`src/rtl/scan_pkg.sv`:
```
// Shared types for the LED scan matrix: FSM state encoding and point-index sizing.
// Optional build macro used by the matrix files: SCAN_PWM_EN.
package scan_pkg;

  typedef enum logic [1:0] {
    S_LATCH = 2'd0,
    S_DWELL = 2'd1,
    S_BLANK = 2'd2,
    S_SKIP  = 2'd3
  } scan_state_e;

  // Width of the point index; a single-point matrix still needs one bit.
  function automatic int idx_width(input int n_points);
    return (n_points > 1) ? $clog2(n_points) : 1;
  endfunction

endpackage

```
`src/rtl/scan_matrix_if.sv`:
```
// Point-enable inputs and one-hot row/column drive of the scan matrix.
// SCAN_PWM_EN adds the 4-bit brightness input.
interface scan_matrix_if #(
  parameter int ROWS = 5,
  parameter int COLS = 7
);

  logic [ROWS*COLS-1:0] ens;
  logic                 skip_dark;
`ifdef SCAN_PWM_EN
  logic [3:0]           bright;
`endif
  logic [ROWS-1:0]      row;
  logic [COLS-1:0]      column;
  logic                 frame_start;

`ifdef SCAN_PWM_EN
  modport master (output ens, output skip_dark, output bright,
                  input row, input column, input frame_start);
  modport slave  (input ens, input skip_dark, input bright,
                  output row, output column, output frame_start);
`else
  modport master (output ens, output skip_dark,
                  input row, input column, input frame_start);
  modport slave  (input ens, input skip_dark,
                  output row, output column, output frame_start);
`endif

endinterface

```
`src/rtl/scan_point_decode.sv`:
```
// Maps a linear point index to one-hot row/column drive; all zeros when not on.
// Purely combinational.
module scan_point_decode
  import scan_pkg::*;
#(
  parameter int ROWS = 5,
  parameter int COLS = 7,
  parameter int IW   = idx_width(ROWS * COLS)
) (
  input  logic [IW-1:0]   i_idx,
  input  logic            i_on,
  output logic [ROWS-1:0] o_row,
  output logic [COLS-1:0] o_column
);

  always_comb begin
    o_row    = '0;
    o_column = '0;
    if (i_on) begin
      for (int r = 0; r < ROWS; r++) begin
        if ((int'(i_idx) / COLS) == r) o_row[r] = 1'b1;
      end
      for (int c = 0; c < COLS; c++) begin
        if ((int'(i_idx) % COLS) == c) o_column[c] = 1'b1;
      end
    end
  end

endmodule

```
`src/rtl/scan_matrix.sv`:
```
// Time-multiplexed point scanner: latches enables per frame, dwells on each point, then blanks.
// Outputs are registered one cycle behind the FSM state; SCAN_PWM_EN adds brightness gating.
module scan_matrix
  import scan_pkg::*;
#(
  parameter int ROWS  = 5,
  parameter int COLS  = 7,
  parameter int DWELL = 16384,
  parameter int BLANK = 64
) (
  input  logic         CLOCK_50,
  input  logic         RESET,
  scan_matrix_if.slave bus
);

  localparam int NPTS = ROWS * COLS;
  localparam int IW   = idx_width(NPTS);
  localparam int DW   = $clog2(DWELL + 1);
  localparam int BW   = (BLANK > 0) ? $clog2(BLANK + 1) : 1;

  localparam logic [IW-1:0] LAST_IDX   = IW'(NPTS - 1);
  localparam logic [DW-1:0] DWELL_LAST = DW'(DWELL - 1);
  localparam logic [BW-1:0] BLANK_LAST = BW'((BLANK > 0) ? BLANK - 1 : 0);

  scan_state_e     r_state;
  scan_state_e     w_state_nxt;
  logic [IW-1:0]   r_idx;
  logic [IW-1:0]   w_idx_nxt;
  logic [IW-1:0]   w_idx_inc;
  logic [DW-1:0]   r_dwell_cnt;
  logic [DW-1:0]   w_dwell_nxt;
  logic [BW-1:0]   r_blank_cnt;
  logic [BW-1:0]   w_blank_nxt;
  logic [NPTS-1:0] r_shadow;
  logic            r_skip_q;
  logic            w_latch;
  logic            w_point_done;
  logic            w_pwm_ok;
  logic            w_on;
  logic [ROWS-1:0] w_row;
  logic [COLS-1:0] w_column;
  logic [ROWS-1:0] r_row;
  logic [COLS-1:0] r_column;
  logic            r_frame_start;

`ifdef SCAN_PWM_EN
  logic [3:0] r_bright_q;

  // Drive only the first (bright+1)/16 of the dwell window.
  assign w_pwm_ok = ((32'(r_dwell_cnt) * 32'd16) < ((32'(r_bright_q) + 32'd1) * 32'(DWELL)));
`else
  assign w_pwm_ok = 1'b1;
`endif

  assign w_idx_inc = r_idx + IW'(1);

  always_comb begin
    w_state_nxt  = r_state;
    w_idx_nxt    = r_idx;
    w_dwell_nxt  = r_dwell_cnt;
    w_blank_nxt  = r_blank_cnt;
    w_latch      = 1'b0;
    w_point_done = 1'b0;

    case (r_state)
      S_LATCH: begin
        w_latch     = 1'b1;
        w_idx_nxt   = '0;
        // Shadow is being loaded this cycle, so decide point 0 from the live inputs.
        w_state_nxt = (bus.skip_dark && !bus.ens[0]) ? S_SKIP : S_DWELL;
      end
      S_DWELL: begin
        if (r_dwell_cnt == DWELL_LAST) begin
          w_dwell_nxt = '0;
          if (BLANK > 0) w_state_nxt = S_BLANK;
          else           w_point_done = 1'b1;
        end else begin
          w_dwell_nxt = r_dwell_cnt + DW'(1);
        end
      end
      S_BLANK: begin
        if (r_blank_cnt == BLANK_LAST) begin
          w_blank_nxt  = '0;
          w_point_done = 1'b1;
        end else begin
          w_blank_nxt = r_blank_cnt + BW'(1);
        end
      end
      S_SKIP: begin
        w_point_done = 1'b1;
      end
      default: begin
        w_state_nxt = S_LATCH;
      end
    endcase

    if (w_point_done) begin
      if (r_idx == LAST_IDX) begin
        w_state_nxt = S_LATCH;
        w_idx_nxt   = '0;
      end else begin
        w_idx_nxt   = w_idx_inc;
        w_state_nxt = (r_skip_q && !r_shadow[w_idx_inc]) ? S_SKIP : S_DWELL;
      end
    end
  end

  assign w_on = (r_state == S_DWELL) && r_shadow[r_idx] && w_pwm_ok;

  scan_point_decode #(
    .ROWS (ROWS),
    .COLS (COLS),
    .IW   (IW)
  ) u_decode (
    .i_idx    (r_idx),
    .i_on     (w_on),
    .o_row    (w_row),
    .o_column (w_column)
  );

  always_ff @(posedge CLOCK_50) begin
    if (RESET) begin
      r_state       <= S_LATCH;
      r_idx         <= '0;
      r_dwell_cnt   <= '0;
      r_blank_cnt   <= '0;
      r_shadow      <= '0;
      r_skip_q      <= 1'b0;
      r_row         <= '0;
      r_column      <= '0;
      r_frame_start <= 1'b0;
`ifdef SCAN_PWM_EN
      r_bright_q    <= '0;
`endif
    end else begin
      r_state       <= w_state_nxt;
      r_idx         <= w_idx_nxt;
      r_dwell_cnt   <= w_dwell_nxt;
      r_blank_cnt   <= w_blank_nxt;
      r_row         <= w_row;
      r_column      <= w_column;
      r_frame_start <= (r_state == S_LATCH);
      if (w_latch) begin
        r_shadow <= bus.ens;
        r_skip_q <= bus.skip_dark;
`ifdef SCAN_PWM_EN
        r_bright_q <= bus.bright;
`endif
      end
    end
  end

  assign bus.row         = r_row;
  assign bus.column      = r_column;
  assign bus.frame_start = r_frame_start;

endmodule

```
`src/flat_wrapper.sv`:
```
// flat-port wrapper written by rule: the top's interface ports become plain ports
module scan_matrix_flat import scan_pkg::*;
#(
  parameter int ROWS  = 5,
  parameter int COLS  = 7,
  parameter int DWELL = 16384,
  parameter int BLANK = 64
)
  (CLOCK_50, RESET, bus_ens, bus_skip_dark, bus_row, bus_column, bus_frame_start);
  scan_matrix_if #(.ROWS(ROWS), .COLS(COLS)) bus_i ();
  input  logic CLOCK_50;
  input  logic RESET;
  input wire logic [$bits(bus_i.ens)-1:0] bus_ens;
  input wire logic [$bits(bus_i.skip_dark)-1:0] bus_skip_dark;
  output wire logic [$bits(bus_i.row)-1:0] bus_row;
  output wire logic [$bits(bus_i.column)-1:0] bus_column;
  output wire logic [$bits(bus_i.frame_start)-1:0] bus_frame_start;
  assign bus_i.ens = bus_ens;
  assign bus_i.skip_dark = bus_skip_dark;
  assign bus_row = bus_i.row;
  assign bus_column = bus_i.column;
  assign bus_frame_start = bus_i.frame_start;
  scan_matrix #(.ROWS(ROWS), .COLS(COLS), .DWELL(DWELL), .BLANK(BLANK)) u_core (.CLOCK_50(CLOCK_50), .RESET(RESET), .bus(bus_i));
endmodule
```
`config.mk`:
```
export PLATFORM = sky130hd
export DESIGN_NAME = scan_matrix_flat
export DESIGN_NICKNAME = d
export VERILOG_FILES = /design/src/rtl/scan_pkg.sv /design/src/rtl/scan_matrix_if.sv /design/src/rtl/scan_point_decode.sv /design/src/rtl/scan_matrix.sv /design/src/flat_wrapper.sv
export SDC_FILE = /design/constraint.sdc
export NUM_CORES = 1
export LEC_CHECK = 0
export BUFFER_PORTS_ARGS = -buffer_cell sky130_fd_sc_hd__buf_2
export CAP_MARGIN = 15
export CORE_MARGIN = 8
export CORE_UTILIZATION = 45
export CTS_CLUSTER_SIZE = 28
export DETAILED_ROUTE_END_ITERATION = 12
export PLACE_DENSITY_LB_ADDON = 0.1
export SKIP_LAST_GASP = 1
export SLEW_MARGIN = 20
export SYNTH_ARGS = -nofsm -noshare
export SYNTH_HDL_FRONTEND = slang
export SYNTH_SLANG_ARGS = --single-unit
```
`constraint.sdc`:
```
create_clock -name CLOCK_50 -period 5.4 [get_ports CLOCK_50]
set_input_delay 1.08 -clock CLOCK_50 [delete_from_list [all_inputs] [get_ports CLOCK_50]]
set_output_delay 1.08 -clock CLOCK_50 [all_outputs]
set_load 0.01 [all_outputs]
```
**Word-level counts from Yosys, hierarchy flattened**

Cells that the tools add are included.
W data, S select, Z words.

- Bits in registers: 79
- Logic and storage cells: 76
- Output and inout port bits: 13

- $lt $le $gt $ge: 2
- Divide/modulo/power cells: 2
- Add/sub/neg operators: 3
- Bitwise logic cells: 1
- Reductions and logical operators: 12
- Equality and inequality tests: 17
- Muxes and demuxes: 30

Operators by type and width:

| kind | count |
|---|---|
| $eq A32 B3 Y1 const B | 4 |
| $eq A32 B4 Y1 const B | 4 |
| $eq A32 B2 Y1 const B | 2 |
| $logic_not A32 Y1 | 2 |
| $div A7 B4 Y32 const B | 1 |
| $mod A7 B4 Y32 const B | 1 |
| $mux W6 | 3 |
| $mux W1 | 16 |
| $add A15 B1 Y15 const B | 1 |
| $eq A15 B14 Y1 const B | 1 |
| $mux W15 | 1 |
| $lt A6 B7 Y1 const B | 2 |
| $bmux W1 S6 | 2 |
| $mux W2 | 5 |
| $add A7 B1 Y7 const B | 1 |
| $eq A7 B6 Y1 const B | 1 |
| $mux W7 | 1 |
| $add A6 B1 Y6 const B | 1 |
| $eq A6 B6 Y1 const B | 1 |
| $eq A2 B2 Y1 const B | 2 |
| $pmux W2 S2 | 1 |
| $logic_and A1 B1 Y1 | 3 |
| $ne A3 B1 Y1 const B | 1 |
| $reduce_bool A3 Y1 | 1 |
| 8 further kinds | 9 |

**Longest topological paths before layout**

- Depth in word-level cells: 8
- Depth in mapped cells: 22

**Hierarchy**

A second synthesis with hierarchy kept.

- Cell total of the unflattened synthesis: 562
- Area, all modules: 4892.2 µm²

By module, submodules not included:

| module | times used | cells an instance | area each (µm²) |
|---|---|---|---|
| scan_matrix | 1 | 408 | 3702.3 |
| scan_point_decode | 1 | 154 | 1189.9 |

**Worst setup path after synthesis**

OpenSTA, ideal clock, no wires.

- Path kind: register -> register
- From: reg u_core.r_idx[0]
- To: reg u_core.r_column[0] (netlist: u_core.bus.column[0])
- Slack: 0.541 ns
- Arrival: 4.767 ns
- Buffers on the path: 4
- Cell stages (with the launch flop): 23
- Cell sequence: dfxtp_1 -> buf_2 -> clkbuf_1 -> clkbuf_1 -> inv_1 -> ha_1 -> nand3b_1 -> o2bb2ai_2 -> nand2_1 -> and2_1 -> ha_1 -> a2bb2oi_1 -> mux2_4 -> a31oi_1 -> nor2_1 -> ha_1 -> nand2_1 -> and2_1 -> mux2_4 -> and3_1 -> buf_4 -> mux2_4 -> nor4_1

- Cells in the longest elaborated chain, start to end: 5

Ends and longest elaborated chain:

| item | line | text |
|---|---|---|
| from (decl) | scan_matrix.sv:27 | `logic [IW-1:0] r_idx;` |
| from (signal assigned) | scan_matrix.sv:137 | `r_idx <= w_idx_nxt;` |
| branches (longest 5 deep; another with $mod A7 B4 Y32) | -- |  |
| to (signal assigned) | scan_matrix.sv:141 | `r_column <= w_column;` |
| to (decl) | scan_matrix.sv:43 | `logic [COLS-1:0] r_column;` |

Parallel ways; which one is timed is not known. The select of a mux whose other input is x is not followed.
A chain may end at the register's enable or synchronous reset.

**Worst setup path after layout**

- From: reg u_core.r_idx[4]
- To: reg u_core.r_column[0] (netlist: u_core.bus.column[0])

The elaborated chain is that of the path after synthesis.

==> results.md <==
- Status: finished, final reports clean
- Worst Path Buf+Inv: 0
- Layout cells sized above 1: 0.184
- Crit path largest cell delay: approximately 0.71 ns
- Mapped Area: roughly 4800 um^2
- Total grt overflow: 0
- Logic pwr share: 0.194
- Fin Hold WS: around 0.47 ns
- Setup bufs post-CTS: 0
- Fin nets: between 600 and 700
- Leading area contributor after synthesis: dfxtp_1
- Clk Tree Root Cell: clkbuf_8
- Post-synth EDFFs: 0
- Seq/Total Area, Yosys: 0.330
- IO Port Bufs: 50
- Slowest cell on crit path: dfxtp_1
- Sw Share: 0.296
- Clock Tree Buf Depth: 2
- Cell variety after synth: between 70 and 80
- Top cells by area, synth: dfxtp_1, nand2_1, mux4_2
- Min Tclk post-route: 5.00 ns
- DPL Wire Length: around 8500 um
- WP data arrival: about 5.3 ns
- Clock share of power: 0.313
- Top FF cell, synth: dfxtp_1
- Total number of vias: roughly 4300
- Worst hold-check path type: register to register
- Layout fillers: just over 1000
- Ant diodes: 0
- P_int: roughly 950 uW
- Floorplan die width: approximately 120 um
- Routability cong.: 0.889
- Max-cap check violation count: 0
- Pin count of the biggest net entering global routing: between 50 and 60
- Static leakage: between 2 and 2.5 nW
- Power density over the cells: 254 nW/um^2
- Setup Viol. Count Final: 0
- Critical Path Most Common Cell: ha_1
- Compound-gate portion of the synthesized area: 0.206
- Hold Fails Final Rpt: 0
- Synthesis warning total: 0
- Type of origin of the critical path: register
- Total Routing Usage GR: 0.168
- Top-count cell post-synth: nand2_1
- Drt total wl: between 10000 and 15000 um
- Syn Inst Count: 573
- Reg2reg start: u_core.r_idx[4]$_SDFFE_PP0P_
- Area share of and/or/nand/nor cells after synthesis: 0.249
- Setup CP Type: register to register
- Die area: 14200 um^2
- CP Launch Point: u_core.r_idx[4]$_SDFFE_PP0P_
- P&R area growth vs syn: 11.4%
- Slew Viols, Final: 0
- DRC: 0
- Worst-path maximum fanout: 18
- Row cnt: 37
- Final worst-path cycle share: 0.926
- Share of the synthesized area in the top cell type: 0.330
- First-pass GRT wire length: slightly above 20000 um
- RSZ-0062 raised after global routing: no
- Setup Skew: about 0.015 ns
- Sequential power share: 0.493
- Critical Path End Type: register
- Synth top cells by count: nand2_1, dfxtp_1, a21oi_1, nor2_1, clkbuf_1
- Per-cell routed wire length: approximately 16 um
- Max-Slew Margin vs Limit: 0.365
- Num ports: 51
- Starting Density: 0.464
- Antenna violations before repair: 0
- CP cell instances: ha_1 > ha_1 > and4b_1 > a211oi_1 > or2_2 > and2_1 > ha_1 > a2bb2oi_1 > mux2_4 > a31oi_1 > nor2_1 > ha_1 > nand2_1 > and2_1 > mux2_4 > and3_1 > mux2_4 > nor4_1
- TritonCTS Buffers: 9
- Routed vias/inst: ~5.7
- Synth Area in Adders: 0.0235
- Synth Area in XOR/XNOR: 0.0493
- Sink Count: slightly below 80
- Worst slew pin tran: around 0.95 ns
- Latest clock arrival within the worst-skew pair: 0.35 ns
- Synthesis-stage register bit count: between 70 and 80
- Fin Setup TNS: 0 ns
- Hold_buf cts: 0
- Post-synth ARST share: 0
- Peak supply drop: roughly 0.19 mV
- CTS tree: built
- Syn Area/Cell: roughly 8.4 um^2
- First-pass DRT Iterations: 5
- Syn Nets: between 600 and 700
- H-tree Lvls: 3
- Core Box Area: about 10000 um^2
- Vias in the first global route: 4254
- DRT iter0 DRCs: between 300 and 400
- HP Start: u_core.r_skip_q$_SDFFE_PP0P_
- Sw power: 401 uW
- Delay-heaviest family, CP: simple AND/OR/NAND/NOR gates
- ANT nets after route: 0
- F_max: approximately 200 MHz
- Reg clk slew, reported paths: around 0.08 ns
- Largest family of logic cells by synthesized area: simple AND/OR/NAND/NOR gates
- Mux contribution to synthesized area: 0.109
- Critical Path RT: between 5 and 6 ns
- DIE HEIGHT: around 120 um
- Post-CTS sizing: 0
[power groups by stage]
stage	logic [mW]	clock network (mW)	registers, mW
after CTS	0.266	0.438	0.668
after global placement	0.259	0	0.678
after global routing	0.297	0.465	0.676
final	0.263	0.425	0.668
after floorplan	0.200	0	0.671
after detailed placement	0.265	0	0.681
[final timing paths]
kind / cells past startpoint / to / slack [ns]
max: 18 / u_core.bus.column[0]$_SDFF_PP0_ / 0.40
min: 2 / u_core.r_skip_q$_SDFFE_PP0P_ / 0.47
min reg2reg: 2 / u_core.r_skip_q$_SDFFE_PP0P_ / 0.47
max reg2reg: 18 / u_core.bus.column[0]$_SDFF_PP0_ / 0.40
[cells in the final DEF, fill, tap and decap left out, drive strengths merged, types with 9 or more instances in the layout]
cell type and n:
xnor2 12, nand3 20, nand2 108, xor2 15, dfxtp 79, mux2i 9, clkbuf 11, mux4 15
nor2b 10, nor3 12, buf 59, nor2 49, and3 9, a21oi 58, ha 9, o21ai 16
a31oi 9
[final cells by class]
type / count / area (um^2) / area share
well taps: 136 / 170 / 0.0319
clock buffers: 11 / 131 / 0.0246
repair buffers: 59 / 318 / 0.0595
inverters: 8 / 30.0 / 0.00562
flip-flops and latches: 79 / 1580 / 0.296
clock inverters: 5 / 56.3 / 0.0105
multi-input cells: 456 / 3050 / 0.572
[per-layer routing]
layer	GRT usage	wire (um)
met3	0.0331	595
met1	0.221	5570
met4	0.0680	197
met2	0.264	5400
met5	0	0
[worst min-delay path: stages, from the launching register on]
cell and delay (ns):
dfxtp_1 0.32, nand2_1 0.05, a21oi_1 0.05
[cell families after synthesis]
family,after synthesis
buffers and inverters,38
XOR/XNOR,27
AND/OR/NAND/NOR,252
AO/OA/AOI/OAI,137
flip-flops,79
multiplexers,31
adder cells (fa/ha/maj),9
[metrics by stage]
stage	worst slack, ns	instance area (um^2)	power, mW	cells	utilization
floorplan	0.541	4790	0.871	573	-
CTS	0.454	5340	1.37	754	0.517
finish	0.399	5340	1.36	754	0.517
global route	0.134	5340	1.44	754	0.517
detailed placement	0.465	5150	0.946	738	0.499
global placement	0.631	5150	0.937	738	0.499
[sequential cells by signal, indices dropped and copies added (netlist names)]
signal,cells
u_core.r_shadow,35
u_core.r_dwell_cnt,15
u_core.bus.column,7
u_core.r_blank_cnt,7
u_core.r_idx,6
u_core.bus.row,5
u_core.r_state,2
u_core.bus.frame_start,1
u_core.r_skip_q,1
No activity file was read; power rests on OpenSTA's default activity.
